`src/rtl/xor4_parity_rx.sv`:
```
// rtl/xor4_parity_rx.sv - serial receiver for a 4-bit nibble with even-parity and stop-bit checks
module xor4_parity_rx #(
  parameter int CLKS_PER_BIT = 104,
  parameter int HALF_BIT     = CLKS_PER_BIT / 2
) (
  input  logic       clk,
  input  logic       rst,
  input  logic       rx,
  output logic [3:0] data,
  output logic       valid,
  output logic       parity_err,
  output logic       frame_err,
  output logic       busy
);

  localparam int CNT_W = $clog2(CLKS_PER_BIT);
  localparam logic [CNT_W-1:0] BIT_LAST  = CNT_W'(CLKS_PER_BIT - 1);
  localparam logic [CNT_W-1:0] HALF_LAST = CNT_W'(HALF_BIT - 1);

  typedef enum logic [2:0] {
    S_IDLE,
    S_START,
    S_DATA,
    S_PARITY,
    S_STOP,
    S_WAIT_IDLE
  } state_t;

  state_t           state;
  state_t           state_n;
  logic             rx_m;
  logic             rx_s;
  logic [CNT_W-1:0] cnt;
  logic [1:0]       bit_idx;
  logic [3:0]       shreg;
  logic             par_bit;

  logic             bit_end;
  logic             half_end;
  logic             cnt_clr;
  logic             take_data;
  logic             take_par;
  logic             finish;

  assign bit_end  = (cnt == BIT_LAST);
  assign half_end = (cnt == HALF_LAST);
  assign busy     = (state != S_IDLE);

  // Two-flop synchroniser; resets to the idle (high) line level.
  always_ff @(posedge clk) begin
    if (rst) begin
      rx_m <= 1'b1;
      rx_s <= 1'b1;
    end else begin
      rx_m <= rx;
      rx_s <= rx_m;
    end
  end

  // State register.
  always_ff @(posedge clk) begin
    if (rst) state <= S_IDLE;
    else     state <= state_n;
  end

  // Next-state decode and per-state strobes for the datapath.
  always_comb begin
    state_n   = state;
    cnt_clr   = 1'b0;
    take_data = 1'b0;
    take_par  = 1'b0;
    finish    = 1'b0;
    case (state)
      S_IDLE: begin
        cnt_clr = 1'b1;
        if (!rx_s) state_n = S_START;
      end
      S_START: begin
        if (half_end) begin
          cnt_clr = 1'b1;
          state_n = rx_s ? S_IDLE : S_DATA;
        end
      end
      S_DATA: begin
        if (bit_end) begin
          cnt_clr   = 1'b1;
          take_data = 1'b1;
          if (bit_idx == 2'd3) state_n = S_PARITY;
        end
      end
      S_PARITY: begin
        if (bit_end) begin
          cnt_clr  = 1'b1;
          take_par = 1'b1;
          state_n  = S_STOP;
        end
      end
      S_STOP: begin
        if (bit_end) begin
          cnt_clr = 1'b1;
          finish  = 1'b1;
          state_n = rx_s ? S_IDLE : S_WAIT_IDLE;
        end
      end
      S_WAIT_IDLE: begin
        cnt_clr = 1'b1;
        if (rx_s) state_n = S_IDLE;
      end
      default: begin
        cnt_clr = 1'b1;
        state_n = S_IDLE;
      end
    endcase
  end

  // Bit-period counter, cleared on every state entry and between data bits.
  always_ff @(posedge clk) begin
    if (rst || cnt_clr) cnt <= '0;
    else                cnt <= cnt + 1'b1;
  end

  // Data bit index and shift register; index only advances while in DATA.
  always_ff @(posedge clk) begin
    if (rst) begin
      bit_idx <= 2'd0;
      shreg   <= 4'd0;
      par_bit <= 1'b0;
    end else begin
      if (state != S_DATA) bit_idx <= 2'd0;
      else if (take_data)  bit_idx <= bit_idx + 2'd1;
      if (take_data) shreg[bit_idx] <= rx_s;
      if (take_par)  par_bit <= rx_s;
    end
  end

  // Result registers load together with the one-cycle valid strobe.
  always_ff @(posedge clk) begin
    if (rst) begin
      data       <= 4'd0;
      valid      <= 1'b0;
      parity_err <= 1'b0;
      frame_err  <= 1'b0;
    end else begin
      valid <= finish;
      if (finish) begin
        data       <= shreg;
        parity_err <= par_bit ^ (^shreg);
        frame_err  <= ~rx_s;
      end
    end
  end

endmodule

```
`config.mk`:
```
export PLATFORM = sky130hd
export DESIGN_NAME = xor4_parity_rx
export DESIGN_NICKNAME = d
export VERILOG_FILES = /design/src/rtl/xor4_parity_rx.sv
export SDC_FILE = /design/constraint.sdc
export NUM_CORES = 1
export LEC_CHECK = 0
export CAP_MARGIN = 20
export CORE_MARGIN = 1.5
export CORE_UTILIZATION = 50
export DETAILED_ROUTE_END_ITERATION = 7
export MAX_ROUTING_LAYER = met4
export PLACE_DENSITY = 0.82
export SYNTH_ARGS = -nofsm -noshare
export SYNTH_HDL_FRONTEND = slang
export SYNTH_SLANG_ARGS = --single-unit
```
`constraint.sdc`:
```
create_clock -name clk -period 1.45 [get_ports clk]
set_input_delay 0.435 -clock clk [delete_from_list [all_inputs] [get_ports clk]]
set_output_delay 0.435 -clock clk [all_outputs]
set_load 0.03 [all_outputs]
```
==> impl_metrics.ini, run 1 <==
[outcome]
status = finished with violations
violations = setup timing

[flow_run]
cap_violations = 0

[placement]
placed_area_mm2 = 0.00150
dp_hpwl_um = 1830
portBuffers = 10
place_congestion = 0.818
dp.cells = 183

[yosys]
synth_top_cell_by_area = dfxtp_1
synth_seq_area_share_pct = 40.3
yosys_warnings = 0
synth_area_leaders = dfxtp_1 40%, mux2i_1 7.7%, nor2_1 6.4%
avgSynthCellArea_um2 = 9.72
synth_top_area_share_pct = 40.3
synthMostInstantiatedCell = dfxtp_1
synth_common_cells = 26 x dfxtp_1, 22 x nor2_1, 10 x mux2i_1
synth_edf_count = 0
ys.flop_type = dfxtp_1
synthArstFlopShare_pct = 0
syn_inst = 133
synth_area_mm2 = 0.00129
yosysUniqueCellTypes = 38
synth.net_count = 141
ys_seq_elements = 26

[finish]
fill_cells = 168
fin_cells = 197
nNetsFinal = 176
drive_gt1_share_pct = 41.3
antenna_cells = 0
area_growth_pct = 37.0
final_area_mm2 = 0.00177

[sta]
post-route-period-util_pct = 112
finClkSkew_ns = 0.0101
tns_ns = -1.34
report.final.hold_viol_count = 0
period_needed_ns = 1.62
final-setup-viol-count = 17
fin_ws_ns = -0.167
rsz0062_at_grt = true
tightest_slew_ns = 0.312
drv_slew = 0
whs_ns = 0.432
relSlewSlack_pct = 79.1
max_freq_mhz = 618

[worst_setup_path]
cp.arrival_ns = 1.18
critical_path_required_ns = 1.02
path_class = reg -> out
r2r_start = state[1]$_SDFFE_PP0P_
worstRegToRegCells = 8
rr_endpoint = parity_err$_SDFFE_PP0P_
critPathMaxFanout = 2
setup.worst_path.end_class = output pin
start_kind = register
regToRegSetupSlack_ns = -0.13

[pwr]
power_leakage_nw = 0.742
powerDensity_mw_per_mm2 = 830
power_mw = 1.47
ir_drop_mv = 0.680

[routing]
drtPass1Iterations = 4
wl_per_cell_um = 15.8
viasPerCell = 5.56
drc_errors = 0
ant_nets = 0
first_iter_violations = 24
vias = 1095
drt_wl_total_um = 3110

[min_path]
min_from = rx_m$_SDFF_PP1_
hp-class = reg -> reg
hold_path_depth = 1
hold_end = rx_s$_SDFF_PP1_

[die]
num_rows = 18
core_mm2 = 0.00245
dieArea_mm2 = 0.00290
die_w_um = 53.8
die_h_um = 53.8
io_pins = 11
start_util_pct = 52.7

[clock_tree]
cts_max_level = 1
clk_latency_ns = 0.32
cts.clk_slew.worst_paths_ns = 0.14
cts_max_path_buffers = 2
clock_sink_count = 26
tritoncts = done
ctsRootBufferMaster = clkbuf_4
cts_buffers = 3
hold_buffers = 0

[global_routing]
grt_pass1_vias = 1022
grt_max_degree = 16
grt.total_usage_pct = 22.5
antenna_found_initial = 0
grt_pass1_wl_um = 4550
overflow = 0
power breakdown:
part	switching (mW)	internal, mW	leakage, nW
logic	0.126	0.115	0.500
registers	0.0103	0.728	0.214
clock network	0.211	0.280	0.0279
total	0.347	1.12	0.742
how the worst max path moves through the flow:
stage / endpoint / slack [ns] / cells after the start / startpoint
2_1_floorplan: state[2]$_SDFFE_PP0P_ / -0.03 / 5 / cnt[0]$_SDFF_PP0_
3_3_place_gp: busy / -0.22 / 2 / state[2]$_SDFFE_PP0P_
3_5_place_dp: busy / -0.23 / 2 / state[2]$_SDFFE_PP0P_
4_1_cts: busy / -0.18 / 2 / state[2]$_SDFFE_PP0P_
5_1_grt: busy / -0.22 / 2 / state[2]$_SDFFE_PP0P_
6_report: busy / -0.17 / 2 / state[2]$_SDFFE_PP0P_
cell families after synthesis:
family | after synthesis | synth area share [%]
adders and majority gates | 5 | 4.84
xor gates and xnor gates | 9 | 7.16
muxes | 10 | 7.74
and+or+nand+nor | 55 | 23.5
AOI/OAI and AO/OA | 15 | 10.2
DFF | 26 | 40.3
buffers and inverters | 13 | 6.29
cell usage in the layout (no fill, tap or decap), drive strengths merged, types with 5 or more instances in the layout:
cell   instances
nor2          22
nand4          8
mux2i         10
a21oi          5
nand2          7
dfxtp         26
buf           36
inv            5
ha             5
area by class of cell:
type	count	area [um^2]	share of cell area (%)
clock inverter	1	30.0	1.70
timing repair buffer	38	332	18.7
multi-input combinational	94	798	45.1
inverter	5	18.8	1.06
sequential	26	532	30.0
clock buffer	3	22.5	1.27
tap	30	37.5	2.12
layer usage:
metal  vias up  wire [um]  GRT usage, %
li1        539          -             -
met1       523       1330          27.3
met2        27       1590          36.6
met3         6        139          3.89
met4         0         50          9.40
met5         -          0             -
critical path: stages, from the launching register on:
cell     delay [ns]
dfxtp_2        0.34
or3_4          0.37
buf_6          0.14
repair_timing:
item | CTS | global route
setup buffers | 5 | 5
resized for setup | 39 | 30
pin swaps | 11 | 13
setup endpoints to repair | 19 | 29
flip-flops by register name, indices dropped and copies added, names as in the netlist:
register,flops
par_bit,1
shreg,4
bit_idx,2
parity_err,1
data,4
rx_m,1
cnt,7
frame_err,1
valid,1
state,3
rx_s,1
stage by stage:
stage / util, % / setup slack [ns]
6_report: 72.1 / -0.167
5_1_grt: 72.1 / -0.225
4_1_cts: 69.2 / -0.182
3_5_place_dp: 61.1 / -0.232
3_3_place_gp: 61.1 / -0.219
2_1_floorplan: - / -0.0271
Power figures use the tool's default switching activity.
==> run 2, diff against run 1 <==
CTS_CLUSTER_DIAMETER = 60   (was unset)
==> results of run 2 <==
Same layout as run 1: the final DEF is identical, and so are final timing and power.
==> run 3, diff against run 2 <==
CORE_UTILIZATION = 40   (was 50)
PLACE_DENSITY = 0.7   (was 0.82)
SLEW_MARGIN = 40   (was unset)
==> impl_metrics.ini, run 3 (same netlist as run 1, synthesis figures left out) <==
[worst_setup_path]
critical_path_required_ns = 1.02
cp_cell_sequence = or3_1, buf_6
r2r_start = state[1]$_SDFFE_PP0P_
rr_endpoint = state[2]$_SDFFE_PP0P_
regToRegSetupSlack_ns = -0.14
setup.worst_path.end_class = output pin
worstRegToRegCells = 5
worst_path_max_delay_cell = or3_1
crit_path_max_incr_delay_ns = 0.37
critPathMaxFanout = 2
path_class = reg -> out
start_kind = register
cp.arrival_ns = 1.18

[global_routing]
grt.total_usage_pct = 15.7
grt_max_degree = 16
grt_pass1_wl_um = 4150
overflow = 0
grt_pass1_vias = 946
antenna_found_initial = 0

[die]
io_pins = 11
num_rows = 20
start_util_pct = 42.3
die_w_um = 59.8
die_h_um = 59.8
dieArea_mm2 = 0.00358
core_mm2 = 0.00305

[routing]
viasPerCell = 5.00
ant_nets = 0
drc_errors = 0
drt_wl_total_um = 2760
drtPass1Iterations = 4
wl_per_cell_um = 13.1
first_iter_violations = 44
vias = 1049

[pwr]
power_mw = 1.48
powerDensity_mw_per_mm2 = 856
ir_drop_mv = 0.477
power_leakage_nw = 0.720

[finish]
nNetsFinal = 175
drive_gt1_share_pct = 39.8
top_regs = cnt: 7 flops, data: 4 flops, shreg: 4 flops
regMostFlops = cnt
final_common_cell = buf_4
area_growth_pct = 33.5
largest_reg_flops = 7
layout.cells.most_common_list = 23 x buf_4, 19 x nor2_1, 19 x dfxtp_1, 10 x mux2i_1, 8 x nand4_1
antenna_cells = 0
fin_util_pct = 56.5

[clock_tree]
cts.clk_slew.worst_paths_ns = 0.15
cts_max_path_buffers = 2
ctsRootBufferMaster = clkbuf_4
clk_latency_ns = 0.33
cts_max_level = 1
tritoncts = done
clock_sink_count = 26
cts_buffers = 3

[min_path]
hp-class = reg -> reg
hold_end = rx_s$_SDFF_PP1_
hold_path_depth = 1
min_from = rx_m$_SDFF_PP1_

[sta]
relSlewSlack_pct = 77.4
tns_ns = -0.436
max_freq_mhz = 621
fin_ws_ns = -0.160
rsz0062_at_grt = true
post-route-period-util_pct = 111
period_needed_ns = 1.61
report.final.hold_viol_count = 0
tightest_slew_ns = 0.339
drv_slew = 0
finClkSkew_ns = 0.00720
final-setup-viol-count = 4

[placement]
portBuffers = 10
dp_hpwl_um = 1770
place_congestion = 0.777

[outcome]
status = finished with violations
violations = setup timing

[flow_run]
cap_violations = 0
==> run 3: area by class of cell <==
type / count / area (um^2)
inverter: 5 / 18.8
clock inverter: 1 / 30.0
fill: 275 / 1330
tap: 44 / 55.1
multi-input combinational: 94 / 774
sequential: 26 / 534
clock buffer: 3 / 22.5
timing repair buffer: 37 / 290
==> run 3: worst max-delay path by stage <==
stage	start	endpoint	slack, ns	cells past startpoint
6_report	state[1]$_SDFFE_PP0P_	busy	-0.16	2
5_1_grt	state[1]$_SDFFE_PP0P_	busy	-0.21	2
4_1_cts	state[1]$_SDFFE_PP0P_	busy	-0.16	2
3_5_place_dp	state[2]$_SDFFE_PP0P_	busy	-0.23	2
3_3_place_gp	state[2]$_SDFFE_PP0P_	busy	-0.22	2
2_1_floorplan	cnt[0]$_SDFF_PP0_	state[2]$_SDFFE_PP0P_	-0.03	5
==> run 3: metrics by stage <==
stage	hold slack (ns)	worst slack, ns	instances	area (um^2)
6_report	0.422	-0.160	210	1730
5_1_grt	0.431	-0.208	210	1730
4_1_cts	0.425	-0.163	203	1640
3_5_place_dp	0.403	-0.228	196	1510
3_3_place_gp	0.394	-0.216	196	1510
2_1_floorplan	0.389	-0.0271	133	1290
==> run 3: where the power goes <==
group	internal [mW]	switching, mW	total [mW]	leakage [nW]
clock	0.280	0.222	0.502	0.0279
combinational	0.110	0.130	0.240	0.477
sequential	0.726	0.00977	0.736	0.214
==> run 3: what timing repair did <==
| action | in CTS | in global routing |
|---|---|---|
| setup endpoints to repair | 18 | 22 |
| pin swaps | 11 | 10 |
| gates cloned | 0 | 0 |
| hold endpoints to repair | 0 | 0 |
| gates resized for setup | 37 | 31 |
| hold buffers | 0 | 0 |
| buffers inserted | 3 | 7 |
==> run 3: worst max-delay path: cells and delay by family, from the launching register on <==
kind | cells | cell delay, ns
simple gates | 1 | 0.37
buf+inv | 1 | 0.15
flops | 1 | 0.33
==> run 3: layer usage <==
metal / wire (um) / up-vias / global-route usage, % / share of wire, %
li1: - / 527 / - / -
met1: 1270 / 502 / 19.0 / 46
met2: 1360 / 14 / 25.3 / 49
met3: 55 / 6 / 2.60 / 2.0
met4: 73 / 0 / 7.62 / 2.6
met5: 0 / - / - / 0
